--- src/rtl/exe_muldiv.sv ---
// rtl/exe_muldiv.sv - iterative MULT/MULTU/DIV/DIVU unit owning the HI/LO register pair
module exe_muldiv #(
    parameter int WIDTH = 32
) (
    input  logic             clk,
    input  logic             rst,
    input  logic             start,
    input  logic             cancel,
    input  logic [1:0]       op,
    input  logic [WIDTH-1:0] src1,
    input  logic [WIDTH-1:0] src2,
    input  logic             hi_wen,
    input  logic             lo_wen,
    input  logic [WIDTH-1:0] wdata,
    output logic             busy,
    output logic             done,
    output logic             div0,
    output logic [WIDTH-1:0] hi,
    output logic [WIDTH-1:0] lo
);

    localparam int CW = $clog2(WIDTH);
    localparam logic [CW-1:0] CNT_LAST = CW'(WIDTH - 1);

    typedef enum logic [1:0] {
        S_IDLE = 2'd0,
        S_CALC = 2'd1,
        S_FIX  = 2'd2,
        S_DONE = 2'd3
    } state_t;

    state_t             state_q, state_d;
    logic [CW-1:0]      cnt_q, cnt_d;
    // Low half starts as multiplier / dividend; high half grows into product-high / remainder.
    logic [2*WIDTH-1:0] acc_q, acc_d;
    // Multiplicand magnitude for multiply, divisor magnitude for divide.
    logic [WIDTH-1:0]   a_q, a_d;
    logic               is_div_q, is_div_d;
    logic               neg_q, neg_d;
    logic               rem_neg_q, rem_neg_d;
    logic               zero_q, zero_d;
    logic [WIDTH-1:0]   src1_q, src1_d;
    logic [WIDTH-1:0]   hi_q, hi_d;
    logic [WIDTH-1:0]   lo_q, lo_d;
    logic               div0_q, div0_d;

    logic               accept;
    logic               signed_op;
    logic               s1_neg, s2_neg;
    logic [WIDTH-1:0]   mag1, mag2;
    logic [WIDTH-1:0]   mul_add;
    logic [WIDTH:0]     mul_sum;
    logic [WIDTH:0]     rem_sh;
    logic [WIDTH:0]     trial;
    logic [2*WIDTH-1:0] prod;
    logic [WIDTH-1:0]   quo;
    logic [WIDTH-1:0]   rem;

    // State register and all datapath registers, cleared on reset.
    always_ff @(posedge clk) begin
        if (rst) begin
            state_q   <= S_IDLE;
            cnt_q     <= '0;
            acc_q     <= '0;
            a_q       <= '0;
            is_div_q  <= 1'b0;
            neg_q     <= 1'b0;
            rem_neg_q <= 1'b0;
            zero_q    <= 1'b0;
            src1_q    <= '0;
            hi_q      <= '0;
            lo_q      <= '0;
            div0_q    <= 1'b0;
        end else begin
            state_q   <= state_d;
            cnt_q     <= cnt_d;
            acc_q     <= acc_d;
            a_q       <= a_d;
            is_div_q  <= is_div_d;
            neg_q     <= neg_d;
            rem_neg_q <= rem_neg_d;
            zero_q    <= zero_d;
            src1_q    <= src1_d;
            hi_q      <= hi_d;
            lo_q      <= lo_d;
            div0_q    <= div0_d;
        end
    end

    // Sequencing: accept in IDLE/DONE, WIDTH steps in CALC, one FIX cycle, one DONE pulse; cancel wins.
    always_comb begin
        state_d = state_q;
        busy    = 1'b0;
        done    = 1'b0;
        accept  = 1'b0;
        case (state_q)
            S_IDLE: begin
                accept = start & ~cancel;
                if (accept) begin
                    state_d = S_CALC;
                end
            end
            S_CALC: begin
                busy = 1'b1;
                if (cancel) begin
                    state_d = S_IDLE;
                end else if (cnt_q == CNT_LAST) begin
                    state_d = S_FIX;
                end
            end
            S_FIX: begin
                busy = 1'b1;
                if (cancel) begin
                    state_d = S_IDLE;
                end else begin
                    state_d = S_DONE;
                end
            end
            S_DONE: begin
                done   = 1'b1;
                accept = start & ~cancel;
                if (accept) begin
                    state_d = S_CALC;
                end else begin
                    state_d = S_IDLE;
                end
            end
            default: state_d = S_IDLE;
        endcase
    end

    // Datapath: operand capture, one shift-add or restoring step per CALC cycle, sign fix and HI/LO update.
    always_comb begin
        cnt_d     = cnt_q;
        acc_d     = acc_q;
        a_d       = a_q;
        is_div_d  = is_div_q;
        neg_d     = neg_q;
        rem_neg_d = rem_neg_q;
        zero_d    = zero_q;
        src1_d    = src1_q;
        hi_d      = hi_q;
        lo_d      = lo_q;
        div0_d    = div0_q;

        signed_op = ~op[0];
        s1_neg    = signed_op & src1[WIDTH-1];
        s2_neg    = signed_op & src2[WIDTH-1];
        mag1      = s1_neg ? -src1 : src1;
        mag2      = s2_neg ? -src2 : src2;

        mul_add = acc_q[0] ? a_q : '0;
        mul_sum = {1'b0, acc_q[2*WIDTH-1:WIDTH]} + {1'b0, mul_add};

        // No borrow (bit WIDTH clear) means the shifted remainder covers the divisor.
        rem_sh = acc_q[2*WIDTH-1:WIDTH-1];
        trial  = rem_sh - {1'b0, a_q};

        prod = neg_q ? -acc_q : acc_q;
        quo  = neg_q ? -acc_q[WIDTH-1:0] : acc_q[WIDTH-1:0];
        rem  = rem_neg_q ? -acc_q[2*WIDTH-1:WIDTH] : acc_q[2*WIDTH-1:WIDTH];

        if (accept) begin
            cnt_d     = '0;
            is_div_d  = op[1];
            acc_d     = {{WIDTH{1'b0}}, (op[1] ? mag1 : mag2)};
            a_d       = op[1] ? mag2 : mag1;
            neg_d     = s1_neg ^ s2_neg;
            rem_neg_d = s1_neg;
            zero_d    = op[1] & (src2 == '0);
            src1_d    = src1;
        end else if (state_q == S_CALC && !cancel) begin
            cnt_d = cnt_q + CW'(1);
            if (is_div_q) begin
                acc_d = {(trial[WIDTH] ? rem_sh[WIDTH-1:0] : trial[WIDTH-1:0]),
                         acc_q[WIDTH-2:0], ~trial[WIDTH]};
            end else begin
                acc_d = {mul_sum, acc_q[WIDTH-1:1]};
            end
        end

        // Results land on the FIX->DONE edge; zero divisor bypasses the sign fix entirely.
        if (state_q == S_FIX && !cancel) begin
            div0_d = zero_q;
            if (!is_div_q) begin
                hi_d = prod[2*WIDTH-1:WIDTH];
                lo_d = prod[WIDTH-1:0];
            end else if (zero_q) begin
                hi_d = src1_q;
                lo_d = '1;
            end else begin
                hi_d = rem;
                lo_d = quo;
            end
        end

        // MTHI/MTLO only land while no operation is in flight.
        if (!busy && hi_wen) begin
            hi_d = wdata;
        end
        if (!busy && lo_wen) begin
            lo_d = wdata;
        end
    end

    assign hi   = hi_q;
    assign lo   = lo_q;
    assign div0 = div0_q;

endmodule

--- config.mk ---
export PLATFORM = sky130hd
export DESIGN_NAME = exe_muldiv
export DESIGN_NICKNAME = d
export VERILOG_FILES = /design/src/rtl/exe_muldiv.sv
export SDC_FILE = /design/constraint.sdc
export NUM_CORES = 1
export LEC_CHECK = 0
export CORE_MARGIN = 1.5
export CORE_UTILIZATION = 46
export CTS_BUF_LIST = sky130_fd_sc_hd__clkbuf_16
export DETAILED_ROUTE_END_ITERATION = 6
export HOLD_SLACK_MARGIN = 0.15
export PLACE_DENSITY = 0.77
export SETUP_SLACK_MARGIN = 0.4
export SLEW_MARGIN = 20
export SYNTH_ARGS = -nofsm -noshare
export SYNTH_HDL_FRONTEND = slang
export SYNTH_SLANG_ARGS = --single-unit
export TNS_END_PERCENT = 20
--- constraint.sdc ---
create_clock -name clk -period 4.25 [get_ports clk]
set_input_delay 0.6375 -clock clk [delete_from_list [all_inputs] [get_ports clk]]
set_output_delay 0.6375 -clock clk [all_outputs]
set_load 0.05 [all_outputs]
==> key figures <==
Status
  • Status: finished with violations
  • Failing checks: DRC

Min path
  • Worst min-delay path category: reg -> reg
  • Hold_sp: src1_q[31]$_SDFFE_PP0P_

Logic synthesis
  • Post-synth EDFFs: 0
  • Synth Instances: 2,333
  • Post-Synth Simple-Gate Area: 20.3%
  • XOR/XNOR Fraction of Synth Area: about 10%
  • Post-synthesis compound-gate area fraction: 30.4%
  • Post-synthesis cell type count: 79
  • Post-synthesis mux area share: 3.22%
  • Async S/R FF share, synth: 0%
  • Mean area per synthesized cell: 7.20 µm²
  • FF+latch count, synth: 204
  • Largest family of logic cells by synthesized area: compound AO/OA/AOI/OAI gates
  • Post-Syn Area: 0.0168 mm²
  • Top_reg_cell synth: dfxtp_1
  • Register area share after synthesis: 24.3%
  • Ys Warns: 0
  • Syn_nets: 2,514
  • Adder-Cell Fraction of Synth Area: 5.82%

Finish
  • Area grow syn2layout: 17.9%
  • Antenna cells: 0
  • Filler cell count: ~3,400
  • Share of post-route cells with drive strength above 1: 6.38%
  • Nets: 2,596
  • Final design area excluding fillers: 0.0198 mm²

Clock network
  • Post-CTS Setup Repair Bufs: 0
  • Reg clk slew, reported paths: approximately 0.06 ns
  • CTS tree: yes
  • Htree depth: 1
  • CTS Buf Count: 25
  • Clock buffer depth: 3
  • Worst-Skew Late Latency: ~0.53 ns
  • Clk sinks: 204
  • Root Buffer Master: clkbuf_16

Critical path
  • Crit. Startpoint: acc_q[24]$_SDFFE_PP0P_
  • WP data arrival: 4.13 ns
  • Worst r2r dst: hi[31]$_SDFFE_PP0P_
  • Crit path max fanout: 11
  • Most frequent CP cell: or3_1
  • Critical path class: reg -> reg
  • R2r startpoint: acc_q[24]$_SDFFE_PP0P_
  • Crit-path leading delay family: simple AND/OR/NAND/NOR gates
  • Max incr delay on CP: around 0.57 ns
  • Buf/Inv on CP: 0
  • R2R depth: 9
  • CP Capture Point: hi[31]$_SDFFE_PP0P_
  • CP Depth: 9
  • CP Launch Type: flop
  • CP Capture Type: flop
  • Worst reg2reg setup slack: 0.52 ns
  • Data required, critical path: 4.65 ns
  • CP cell instances: or4_4 > or3_1 > or3_1 > or2_0 > or3_4 > o41ai_2 > a31oi_1 > a221oi_2 > nor3_1
  • Worst-path cell with the longest stage delay: or4_4

STA
  • Final setup skew: 0.0101 ns
  • Final worst-path cycle share: just under 90%
  • Final Hold Fails: 0
  • Rel. slew slack: 27.4%
  • Max Fclk: 0.268 GHz
  • Hold_ws: 0.458 ns
  • Final TNS setup: 0 ns
  • RSZ-0062 raised after global routing: true
  • Setup ws final: 0.518 ns
  • Min Tclk post-route: 3.73 ns
  • Count of pins over their slew limit: 0
  • Final setup violation count: 0
  • Worst-Margin Slew: 1.09 ns

Route
  • Initial DRC count: 2,328
  • Routed Antenna Nets: 0
  • Routed WL: roughly 68,000 µm
  • DR pass1 iterations: 7
  • DRC viols: 4
  • WL/cell: 23.6 µm
  • Via-per-instance ratio: 6.50
  • Vias: 18,800

Power and ir drop
  • Pleak: 0.00750 µW
  • Max VDD drop: 0.290 mV
  • Pwr Total: 7310 µW
  • Pwr/cell area: 369 mW/mm²

Placed design
  • Final Wtd Congestion: 1.03
  • DP Worst Slack: 0.155 ns
  • Dpl hpwl: between 50,000 and 60,000 µm
  • IO Port Bufs: between 150 and 200
  • Placed inst area: ~0.019 mm²

Job
  • Maxcap violations: 0

Floorplan
  • Die Span Y: 194 µm
  • Initial Utilization: a little under half
  • Core area: 0.0357 mm²
  • Die X-Extent: approximately 190 µm
  • # IOs: 171
  • Row count: 69
  • Die area: 0.0377 mm²

Global route
  • GRT Resource Usage Total: a little over a third
  • First-pass GRT wire length: ~100,000 µm
  • Initial antenna violation count: 0
  • Vias in the first global route: ~17,000
  • Largest net degree at the start of global routing: 98
  • Total grt overflow: 0
[area by class of cell]
type                    count  area, µm²  share of cell area (%)
multi-input cells        1873      11800                    59.5
flip-flops and latches    204       4090                    20.6
repair buffers            244       2300                    11.6
clock buffers              26        651                    3.28
well taps                 461        577                    2.91
inverters                  67        251                    1.27
clock inverters            17        149                   0.752
[cells in the final DEF, fill, tap and decap left out, types with 24 or more instances in the layout]
cell,instances
nand2_1,304
a21oi_1,242
dfxtp_1,202
nor2_1,177
o21ai_0,176
clkdlybuf4s50_1,168
xnor2_1,103
xor2_1,91
o211ai_1,77
ha_1,75
buf_4,71
inv_1,65
a211oi_1,54
mux2i_1,53
nor3_1,44
nand3_1,44
o22ai_1,34
a21o_1,31
o31ai_1,30
a31oi_1,28
nor4_1,27
clkbuf_16,26
or3_1,24
[worst reg2reg max path, cell delays in order (launching register included)]
cell and delay, ns:
dfxtp_1 0.40, or4_4 0.57, or3_1 0.38, or3_1 0.49, or2_0 0.55, or3_4 0.48
o41ai_2 0.27, a31oi_1 0.11, a221oi_2 0.27, nor3_1 0.08
[report_power, final]
group	internal, µW	switching [µW]	leakage (µW)
clock network	1230	912	0.000397
registers	2080	197	0.00167
logic	1050	1850	0.00543
[kinds of logic after synthesis]
group           Yosys count
buf+inv                 256
flops                   204
mux                      54
compound gates          803
fa+ha+maj                77
simple gates            745
xor+xnor                194
[per-layer routing]
layer | global-route usage (%) | vias to the layer above | wire length, µm | part of all wire, %
li1 | - | 8613 | - | -
met1 | 47.1 | 8957 | 28400 | 42
met2 | 55.1 | 1069 | 30200 | 44
met3 | 5.41 | 171 | 6320 | 9.3
met4 | 15.3 | 0 | 3390 | 5.0
met5 | 0 | - | 0 | 0
[repair_timing]
action,in CTS,in global routing
gates cloned,0,0
resized for setup,2,5
endpoints found under the setup margin,16,23
hold buffers,0,0
[metrics by stage]
stage                     cells  utilization [%]
final                      2892             55.4
after global routing       2892             55.4
after CTS                  2892             55.4
after detailed placement   2849             53.1
after global placement     2849             53.1
after floorplan            2333                -
[how the worst min path moves through the flow]
stage / depth (start not counted) / end
floorplan: 2 / a_q[12]$_SDFFE_PP0P_
global placement: 2 / a_q[23]$_SDFFE_PP0P_
detailed placement: 2 / src1_q[31]$_SDFFE_PP0P_
CTS: 2 / src1_q[31]$_SDFFE_PP0P_
global route: 2 / src1_q[31]$_SDFFE_PP0P_
finish: 2 / src1_q[31]$_SDFFE_PP0P_
[synthesized netlist by cell type (all sizes together), types with 30 or more instances]
master  number  area, µm²
nand2      305       1140
a21oi      242       1210
dfxtp      204       4080
nor2       179        674
o21ai      179        900
clkbuf     168        632
xnor2      103        902
xor2        91        797
o211ai      77        578
ha          75        938
inv         65        244
a211oi      55        413
mux2i       53        531
nand3       44        220
nor3        44        220
o22ai       34        213
a21o        31        233
o31ai       30        225
[flip-flops by register name (all words and copies together) (netlist names)]
name / cells
rem_neg_q: 1
zero_q: 1
neg_q: 1
cnt_q: 5
src1_q: 32
div0: 1
hi: 32
state_q: 2
lo: 32
acc_q: 64
is_div_q: 1
a_q: 32
No activity file was read; power rests on OpenSTA's default activity.
